**src/rtl/cv_memmap_if.sv**
```systemverilog
// cv_memmap_if -- Z80 CPU-side bus bundle for the ColecoVision memory map.
//   cpu_a_i        16  CPU address
//   cpu_d_i         8  CPU write data
//   cpu_mreq_n_i, cpu_iorq_n_i, cpu_rd_n_i, cpu_wr_n_i, cpu_rfsh_n_i
//                      Z80 strobes, active-low
//   cpu_d_o         8  read data returned to the CPU
// master: the CPU side (drives address/data/strobes, receives read data).
// slave:  the decoder side (cv_memmap).
interface cv_memmap_if;
    logic [15:0] cpu_a_i;
    logic [7:0]  cpu_d_i;
    logic        cpu_mreq_n_i;
    logic        cpu_iorq_n_i;
    logic        cpu_rd_n_i;
    logic        cpu_wr_n_i;
    logic        cpu_rfsh_n_i;
    logic [7:0]  cpu_d_o;

    modport master (
        output cpu_a_i, cpu_d_i, cpu_mreq_n_i, cpu_iorq_n_i,
               cpu_rd_n_i, cpu_wr_n_i, cpu_rfsh_n_i,
        input  cpu_d_o
    );

    modport slave (
        input  cpu_a_i, cpu_d_i, cpu_mreq_n_i, cpu_iorq_n_i,
               cpu_rd_n_i, cpu_wr_n_i, cpu_rfsh_n_i,
        output cpu_d_o
    );
endinterface

```
**src/rtl/cv_memmap.sv**
```systemverilog
// cv_memmap -- Z80 memory/IO address decoder and cartridge bank controller
// for the ColecoVision core.  Steers address, chip-select and write-enable to
// BIOS ROM, 8K base RAM, 32K SGM upper RAM and the cartridge store, and
// multiplexes read data back to the CPU.  Holds the SGM enable registers and
// the MegaCart bank register.
// Ports:
//   clk_sys, reset          system clock, synchronous active-high reset
//   clk_en_10m7_i           CPU clock enable; registers update only when high
//   sg1000_i, dahjeeA_i     SG-1000 map select, SG-1000 extra RAM at 2000-3FFF
//   bus                     CPU bus (cv_memmap_if.slave)
//   bios_rom_*              BIOS ROM address / data
//   cpu_ram_*               base RAM address, ce_n, we_n, data in/out
//   cpu_upper_ram_*         SGM upper RAM address, ce_n, we_n, data in/out
//   cart_pages_i            index of last 16K cartridge page
//   cart_a_o, cart_d_i, cart_rd_o   cartridge store
module cv_memmap (
    input  logic        clk_sys,
    input  logic        reset,
    input  logic        clk_en_10m7_i,
    input  logic        sg1000_i,
    input  logic        dahjeeA_i,
    cv_memmap_if.slave  bus,
    output logic [12:0] bios_rom_a_o,
    input  logic [7:0]  bios_rom_d_i,
    output logic [14:0] cpu_ram_a_o,
    output logic        cpu_ram_ce_n_o,
    output logic        cpu_ram_we_n_o,
    input  logic [7:0]  cpu_ram_d_i,
    output logic [7:0]  cpu_ram_d_o,
    output logic [14:0] cpu_upper_ram_a_o,
    output logic        cpu_upper_ram_ce_n_o,
    output logic        cpu_upper_ram_we_n_o,
    input  logic [7:0]  cpu_upper_ram_d_i,
    output logic [7:0]  cpu_upper_ram_d_o,
    input  logic [5:0]  cart_pages_i,
    output logic [19:0] cart_a_o,
    input  logic [7:0]  cart_d_i,
    output logic        cart_rd_o
);

    logic        mem;
    logic        io_wr;
    logic        sel_bios;
    logic        sel_ram;
    logic        sel_upper;
    logic        sel_cart;
    logic [15:0] a;

    logic       sgm_upper_en_q, sgm_upper_en_d;
    logic       bios_off_q, bios_off_d;
    logic [5:0] bank_q, bank_d;

    assign a     = bus.cpu_a_i;
    assign mem   = ~bus.cpu_mreq_n_i & bus.cpu_rfsh_n_i;
    assign io_wr = ~bus.cpu_iorq_n_i & ~bus.cpu_wr_n_i;

    // Register next-state
    always_comb begin
        sgm_upper_en_d = sgm_upper_en_q;
        bios_off_d     = bios_off_q;
        bank_d         = bank_q;
        if (clk_en_10m7_i) begin
            if (io_wr && a[7:0] == 8'h53) sgm_upper_en_d = bus.cpu_d_i[0];
            if (io_wr && a[7:0] == 8'h7F) bios_off_d     = ~bus.cpu_d_i[1];
            // MegaCart: any access to FFC0-FFFF latches a bank, masked so
            // out-of-range numbers alias into the image.
            if (mem && !sg1000_i && a[15:6] == 10'h3FF && cart_pages_i >= 6'd2)
                bank_d = a[5:0] & cart_pages_i;
        end
    end

    always_ff @(posedge clk_sys) begin
        if (reset) begin
            sgm_upper_en_q <= 1'b0;
            bios_off_q     <= 1'b0;
            bank_q         <= '0;
        end else begin
            sgm_upper_en_q <= sgm_upper_en_d;
            bios_off_q     <= bios_off_d;
            bank_q         <= bank_d;
        end
    end

    // Address decode and memory address steering
    always_comb begin
        sel_bios          = 1'b0;
        sel_ram           = 1'b0;
        sel_upper         = 1'b0;
        sel_cart          = 1'b0;
        bios_rom_a_o      = a[12:0];
        cpu_ram_a_o       = {2'b00, a[12:0]};
        cpu_upper_ram_a_o = a[14:0];
        cart_a_o          = {4'b0000, a};
        if (mem) begin
            if (sg1000_i) begin
                if (a[15:14] == 2'b11) begin
                    sel_ram = 1'b1;
                end else if (dahjeeA_i && a[15:13] == 3'b001) begin
                    sel_upper         = 1'b1;
                    cpu_upper_ram_a_o = {2'b00, a[12:0]};
                end else begin
                    sel_cart = 1'b1;
                end
            end else begin
                if (a[15]) begin
                    sel_cart = 1'b1;
                    if (cart_pages_i <= 6'd1)
                        cart_a_o = {5'b00000, a[14:0]};
                    else if (!a[14])
                        cart_a_o = {cart_pages_i, a[13:0]};
                    else
                        cart_a_o = {bank_q, a[13:0]};
                end else if (a[14:13] == 2'b11) begin
                    sel_ram = 1'b1;
                end else if (a[14:13] == 2'b00) begin
                    if (bios_off_q) sel_upper = 1'b1;
                    else            sel_bios  = 1'b1;
                end else begin
                    sel_upper = sgm_upper_en_q;
                end
            end
        end
    end

    assign cpu_ram_ce_n_o       = ~sel_ram;
    assign cpu_ram_we_n_o       = bus.cpu_wr_n_i | ~sel_ram;
    assign cpu_ram_d_o          = bus.cpu_d_i;
    assign cpu_upper_ram_ce_n_o = ~sel_upper;
    assign cpu_upper_ram_we_n_o = bus.cpu_wr_n_i | ~sel_upper;
    assign cpu_upper_ram_d_o    = bus.cpu_d_i;
    assign cart_rd_o            = sel_cart & ~bus.cpu_rd_n_i;

    // Read data mux; unmapped or idle reads float high like an open bus
    always_comb begin
        bus.cpu_d_o = 8'hFF;
        if (sel_bios)       bus.cpu_d_o = bios_rom_d_i;
        else if (sel_ram)   bus.cpu_d_o = cpu_ram_d_i;
        else if (sel_upper) bus.cpu_d_o = cpu_upper_ram_d_i;
        else if (sel_cart)  bus.cpu_d_o = cart_d_i;
    end

endmodule

```
**src/flat_wrapper.sv**
```systemverilog
// flat-port wrapper written by rule: the top's interface ports become plain ports
module cv_memmap_flat 
  (clk_sys, reset, clk_en_10m7_i, sg1000_i, dahjeeA_i, bios_rom_a_o, bios_rom_d_i, cpu_ram_a_o, cpu_ram_ce_n_o, cpu_ram_we_n_o, cpu_ram_d_i, cpu_ram_d_o, cpu_upper_ram_a_o, cpu_upper_ram_ce_n_o, cpu_upper_ram_we_n_o, cpu_upper_ram_d_i, cpu_upper_ram_d_o, cart_pages_i, cart_a_o, cart_d_i, cart_rd_o, bus_cpu_a_i, bus_cpu_d_i, bus_cpu_mreq_n_i, bus_cpu_iorq_n_i, bus_cpu_rd_n_i, bus_cpu_wr_n_i, bus_cpu_rfsh_n_i, bus_cpu_d_o);
  cv_memmap_if bus_i ();
  input  logic clk_sys;
  input  logic reset;
  input  logic clk_en_10m7_i;
  input  logic sg1000_i;
  input  logic dahjeeA_i;
  output logic [12:0] bios_rom_a_o;
  input  logic [7:0] bios_rom_d_i;
  output logic [14:0] cpu_ram_a_o;
  output logic cpu_ram_ce_n_o;
  output logic cpu_ram_we_n_o;
  input  logic [7:0] cpu_ram_d_i;
  output logic [7:0] cpu_ram_d_o;
  output logic [14:0] cpu_upper_ram_a_o;
  output logic cpu_upper_ram_ce_n_o;
  output logic cpu_upper_ram_we_n_o;
  input  logic [7:0] cpu_upper_ram_d_i;
  output logic [7:0] cpu_upper_ram_d_o;
  input  logic [5:0] cart_pages_i;
  output logic [19:0] cart_a_o;
  input  logic [7:0] cart_d_i;
  output logic cart_rd_o;
  input wire logic [$bits(bus_i.cpu_a_i)-1:0] bus_cpu_a_i;
  input wire logic [$bits(bus_i.cpu_d_i)-1:0] bus_cpu_d_i;
  input wire logic [$bits(bus_i.cpu_mreq_n_i)-1:0] bus_cpu_mreq_n_i;
  input wire logic [$bits(bus_i.cpu_iorq_n_i)-1:0] bus_cpu_iorq_n_i;
  input wire logic [$bits(bus_i.cpu_rd_n_i)-1:0] bus_cpu_rd_n_i;
  input wire logic [$bits(bus_i.cpu_wr_n_i)-1:0] bus_cpu_wr_n_i;
  input wire logic [$bits(bus_i.cpu_rfsh_n_i)-1:0] bus_cpu_rfsh_n_i;
  output wire logic [$bits(bus_i.cpu_d_o)-1:0] bus_cpu_d_o;
  assign bus_i.cpu_a_i = bus_cpu_a_i;
  assign bus_i.cpu_d_i = bus_cpu_d_i;
  assign bus_i.cpu_mreq_n_i = bus_cpu_mreq_n_i;
  assign bus_i.cpu_iorq_n_i = bus_cpu_iorq_n_i;
  assign bus_i.cpu_rd_n_i = bus_cpu_rd_n_i;
  assign bus_i.cpu_wr_n_i = bus_cpu_wr_n_i;
  assign bus_i.cpu_rfsh_n_i = bus_cpu_rfsh_n_i;
  assign bus_cpu_d_o = bus_i.cpu_d_o;
  cv_memmap u_core (.clk_sys(clk_sys), .reset(reset), .clk_en_10m7_i(clk_en_10m7_i), .sg1000_i(sg1000_i), .dahjeeA_i(dahjeeA_i), .bus(bus_i), .bios_rom_a_o(bios_rom_a_o), .bios_rom_d_i(bios_rom_d_i), .cpu_ram_a_o(cpu_ram_a_o), .cpu_ram_ce_n_o(cpu_ram_ce_n_o), .cpu_ram_we_n_o(cpu_ram_we_n_o), .cpu_ram_d_i(cpu_ram_d_i), .cpu_ram_d_o(cpu_ram_d_o), .cpu_upper_ram_a_o(cpu_upper_ram_a_o), .cpu_upper_ram_ce_n_o(cpu_upper_ram_ce_n_o), .cpu_upper_ram_we_n_o(cpu_upper_ram_we_n_o), .cpu_upper_ram_d_i(cpu_upper_ram_d_i), .cpu_upper_ram_d_o(cpu_upper_ram_d_o), .cart_pages_i(cart_pages_i), .cart_a_o(cart_a_o), .cart_d_i(cart_d_i), .cart_rd_o(cart_rd_o));
endmodule
```
**config.mk**
```make
export PLATFORM = sky130hd
export DESIGN_NAME = cv_memmap_flat
export DESIGN_NICKNAME = d
export VERILOG_FILES = /design/src/rtl/cv_memmap_if.sv /design/src/rtl/cv_memmap.sv /design/src/flat_wrapper.sv
export SDC_FILE = /design/constraint.sdc
export NUM_CORES = 1
export LEC_CHECK = 0
export CAP_MARGIN = 20
export CELL_PAD_IN_SITES_DETAIL_PLACEMENT = 2
export CELL_PAD_IN_SITES_GLOBAL_PLACEMENT = 2
export CORE_UTILIZATION = 13
export DETAILED_ROUTE_END_ITERATION = 8
export PLACE_DENSITY = 0.89
export SYNTH_ARGS = -nofsm -noshare
export SYNTH_HDL_FRONTEND = slang
export SYNTH_SLANG_ARGS = --single-unit
```
**constraint.sdc**
```tcl
create_clock -name clk_sys -period 2.68 [get_ports clk_sys]
set_input_delay 0.67 -clock clk_sys [delete_from_list [all_inputs] [get_ports clk_sys]]
set_output_delay 0.67 -clock clk_sys [all_outputs]
set_load 0.02 [all_outputs]
```
### Yosys cells after proc, flatten, opt, wreduce, memory -nomap -nowiden

Cells that the tools add are included.

* equality and inequality tests: 6
* mux-type cells: 37
* reductions and logical operators: 11
* bitwise gates (word level): 13
* magnitude comparators: 2

Operator list (number)
* $mux 20: 5
* $mux 15: 4
* $mux 8: 4
* $mux 1: 24
* $eq 8x7->1 const B: 2
* $eq 10x10->1 const B: 1
* $not 1->1: 7
* $and 6x6->6: 1
* $ge 6x2->1 const B: 1
* $le 6x1->1 const B: 1
* $logic_and 1x1->1: 6
* $reduce_and 2->1: 3
* $eq 2x2->1 const B: 2
* $and 1x1->1: 3
* $eq 3x1->1 const B: 1
* $logic_not 2->1: 1
* $or 1x1->1: 2
* $logic_not 1->1: 1

* word-level logic and storage cells: 72
* output and inout port bits: 92
* input bits: 72
* bits in registers: 8

### Depth between registers and ports, before layout

* depth after elaboration: 10
* gate-level depth with buffers: 6
* depth with buffers taken out: 4

### Least setup slack after synthesis

No wires, ideal clock.

* kind: in2out
* from: input port sg1000_i
* to: output port bus_cpu_d_o[2]
* cell stages on the path: 6
* setup slack: -0.065 ns
* path buffers: 2
* arrival: 2.075 ns
* required time: 2.010 ns
* cells stage by stage: buf_2 > and2_1 > o211ai_1 > buf_2 > o221ai_1 > o221ai_1

* word-level cells in the longest chain between the ends: 6
* elaborated cells on any way between the ends: 12
* those cells by class: 12 x mux

Ends and longest elaborated chain
* start: declaration: RTL line flat_wrapper.sv:8 `input logic sg1000_i;`
* $mux 1: RTL line cv_memmap.sv:95 `if (sg1000_i) begin`
* $mux 1: RTL line cv_memmap.sv:94 `if (mem) begin`
* $mux 8: RTL line cv_memmap.sv:139 `else if (sel_cart) bus.cpu_d_o = cart_d_i;`
* $mux 8: RTL line cv_memmap.sv:138 `else if (sel_upper) bus.cpu_d_o = cpu_upper_ram_d_i;`
* $mux 8: RTL line cv_memmap.sv:137 `else if (sel_ram) bus.cpu_d_o = cpu_ram_d_i;`
* $mux 8 *: RTL line cv_memmap.sv:136 `if (sel_bios) bus.cpu_d_o = bios_rom_d_i;`
* end: declaration: RTL line flat_wrapper.sv:33 `output wire logic [$bits(bus_i.cpu_d_o)-1:0] bus_cpu_d_o;`

Every way passes the cells marked *; elsewhere a longest branch is shown, timed or not.

### Worst setup path in the final report

* from: input port cart_pages_i[1]
* to: output port cart_a_o[14]

* word-level cells in the longest chain between the ends: 5

Ends and longest elaborated chain
* start: declaration: RTL line flat_wrapper.sv:22 `input logic [5:0] cart_pages_i;`
* $le 6x1->1: RTL line cv_memmap.sv:107 `if (cart_pages_i <= 6'd1)`
* $mux 20: RTL line cv_memmap.sv:107
* $mux 20: RTL line cv_memmap.sv:105 `if (a[15]) begin`
* $mux 20: RTL line cv_memmap.sv:95
* $mux 20: RTL line cv_memmap.sv:94
* end: declaration: RTL line flat_wrapper.sv:23 `output logic [19:0] cart_a_o;`

Every way passes these cells.

==> flow_summary_export.csv <==
group,metric,value,unit
logic_synthesis,avgSynthCellArea,7.33,sq um
logic_synthesis,synthCells,206,
placed_design,post-place-cells,454,
route,drtIter0Drc,76,
sta,report.final.slew_viol_count,0,
pwr,p_int,0.000546,W
run_status,violations,"setup timing",
logic_synthesis,ys_seq_area_share,10.6,%
clocking,cts_tree,"yes",
placed_design,place_area,2870,sq um
route,drt.antenna.violating_nets,0,
job,drv_cap,0,
grt,grt_overflow_total,0,
pwr,p_per_area,259,nW/um^2
clocking,clkTransAtPathRegs,0.04,ns
grt,antenna_found_initial,1,
floorplan,start_util,13.6,%
layout,fin_nets,400,
sta,finalSetupViolCount,3,
layout,syn_to_final_growth,108,%
clocking,cts_buffers,3,
layout,instances_no_fill,467,
clocking,cts_root_buffer,"clkbuf_16",
route,post-route-drc-count,0,
clocking,htree_num_levels,1,
sta,rsz0062_at_grt,"true",
placed_design,gp_congestion,0.747,
layout,stdcell_area,3140,sq um
route,totalWireLength,8070,um
sta,max_clock_freq,0.372,GHz
logic_synthesis,ys_types,45,
clocking,cts_buffer_depth,2,
sta,finalHoldViolations,0,
critical_path,cp.arrival,2.02,ns
sta,finalClockSkew,0,ns
sta,fin_ws,-0.00561,ns
grt,grt_usage,12.5,%
critical_path,worst_setup_path_start_kind,"input port",
pwr,power_leakage,1.19,nW
floorplan,die_w,110,um
pwr,power_frac_seq,14.7,%
critical_path,crit_required,2.01,ns
logic_synthesis,ys.flop_type,"dfxtp_1",
placed_design,dp.final_hpwl,6340,um
floorplan,core.rowCount,38,
route,vias_per_cell,4.13,
floorplan,die_area,12100,sq um
clocking,numClockSinks,8,
pwr,peakVddDrop,0.138,mV
grt,grt_pass1_vias,2142,
clocking,clk_latency,0.23,ns
sta,timing.final.crit_share,100,%
worst_hold_path,min_path_type,"flop to flop",
pwr,clkPwrFrac,31.5,%
floorplan,ioPinCount,164,
critical_path,crit_type,"input port to output pin",
logic_synthesis,ys_async_sr_fraction,0,%
pwr,p_switching,0.000267,W
route,wl_per_cell,17.3,um
floorplan,die_y,110,um
logic_synthesis,syn_area,1510,sq um
grt,grt_max_degree,13,
route,dr.pass1.iters,4,
logic_synthesis,synth.ff_latch_count,8,
run_status,status,"finished, violations left",
critical_path,worstPathMaxFanout,2,
logic_synthesis,yosys_warnings,0,
pwr,combPwrFrac,53.8,%
floorplan,core,11100,sq um
layout,drive_above_1_share,35.0,%
layout,final_cell_mix,"clkdlybuf4s50_1 (112), buf_4 (52), o21ai_1 (12), buf_6 (12), buf_2 (10)",
route,vias,1931,
grt,grt_pass1_wl,11500,um
layout,final_common_cell,"clkdlybuf4s50_1",
placed_design,io_buffers,143,
critical_path,crit_path_end_kind,"output pin",
logic_synthesis,synth_edf_count,0,
sta,period_needed,2.69,ns
pwr,p_sw_share,32.8,%
[per-stage QoR]
step | hold WS, ns | worst slack, ns | power [W] | util (%) | setup TNS, ns
2_1_floorplan | 0.452 | -0.0646 | 0.000348 | - | -0.194
3_3_place_gp | 0.462 | -0.863 | 0.000528 | 25.9 | -14.13
3_5_place_dp | 0.486 | -0.924 | 0.000539 | 25.9 | -15.98
4_1_cts | 0.492 | -0.0724 | 0.000809 | 27.4 | -0.0853
5_1_grt | 0.529 | -0.0667 | 0.000849 | 28.3 | -0.349
6_report | 0.492 | -0.00561 | 0.000812 | 28.3 | -0.0143
[synth_stat cells, types with 2 or more instances]
cell type   n  area, sq um
buf_2       4         20.0
nand2_1    10         37.5
dfxtp_1     8          160
o221ai_1   11         96.3
nand4_1     9         56.3
mux2i_1     5         50.1
nand3_1     5         25.0
nor3_1      2         10.0
o211ai_1    2         15.0
nor2_1      7         26.3
inv_1       7         26.3
or2_1       2         12.5
o21ai_1    13         65.1
buf_4      71          533
and2_1      3         18.8
a21oi_1    17         85.1
nor3b_1     2         15.0
[logic make-up after synthesis]
group	synth area share, %
buffers and inverters	39.9
other	0.248
AOI/OAI and AO/OA	22.0
muxes	4.06
and+or+nand+nor	22.5
DFF	10.6
xor gates and xnor gates	0.580
[per-layer routing]
layer	wire length (um)	track usage (%)
met1	3000	13.5
met2	4320	24.2
met3	595	2.55
met4	164	4.10
met5	0	0
[critical path: stages]
cell      delay (ns)
buf_8           0.09
or4_4           0.54
o211ai_1        0.28
buf_4           0.17
o21ai_2         0.06
o21ai_2         0.07
buf_6           0.13
[registers in the layout (all words and copies together), names as in the netlist]
register	cells
u_core.bank_q	6
u_core.bios_off_q	1
u_core.sgm_upper_en_q	1
[layout make-up]
cell class | count | area, sq um
sequential | 8 | 160
antenna | 1 | 2.50
fill | 1247 | 7940
tap | 140 | 175
multi-input combinational | 113 | 927
inverter | 7 | 26.3
timing repair buffer | 195 | 1770
clock buffer | 3 | 75.1
[power groups by stage]
| stage | clock network (W) | registers (W) | logic [W] |
|---|---|---|---|
| finish | 0.000256 | 0.000120 | 0.000437 |
| detailed placement | 0 | 0.000122 | 0.000417 |
| CTS | 0.000263 | 0.000120 | 0.000427 |
| global route | 0.000265 | 0.000120 | 0.000464 |
| global placement | 0 | 0.000122 | 0.000406 |
| floorplan | 0 | 0.000122 | 0.000226 |
[repair_timing]
item                       CTS  global route
gates cloned                 1             0
setup buffers                6             2
pin swaps                    9            12
resized for setup          149            29
setup endpoints to repair   22            17
hold buffers                 0             0
[final timing paths]
| check | from | to | slack (ns) | cells after the start |
|---|---|---|---|---|
| max | cart_pages_i[1] | cart_a_o[14] | -0.006 | 7 |
| min | u_core.bank_q[3]$_SDFFE_PP0P_ | u_core.bank_q[3]$_SDFFE_PP0P_ | 0.49 | 2 |
| max reg2reg | u_core.bios_off_q$_SDFFE_PP0P_ | u_core.bios_off_q$_SDFFE_PP0P_ | 1.83 | 2 |
| min reg2reg | u_core.bank_q[3]$_SDFFE_PP0P_ | u_core.bank_q[3]$_SDFFE_PP0P_ | 0.49 | 2 |
Power figures use the tool's default switching activity.
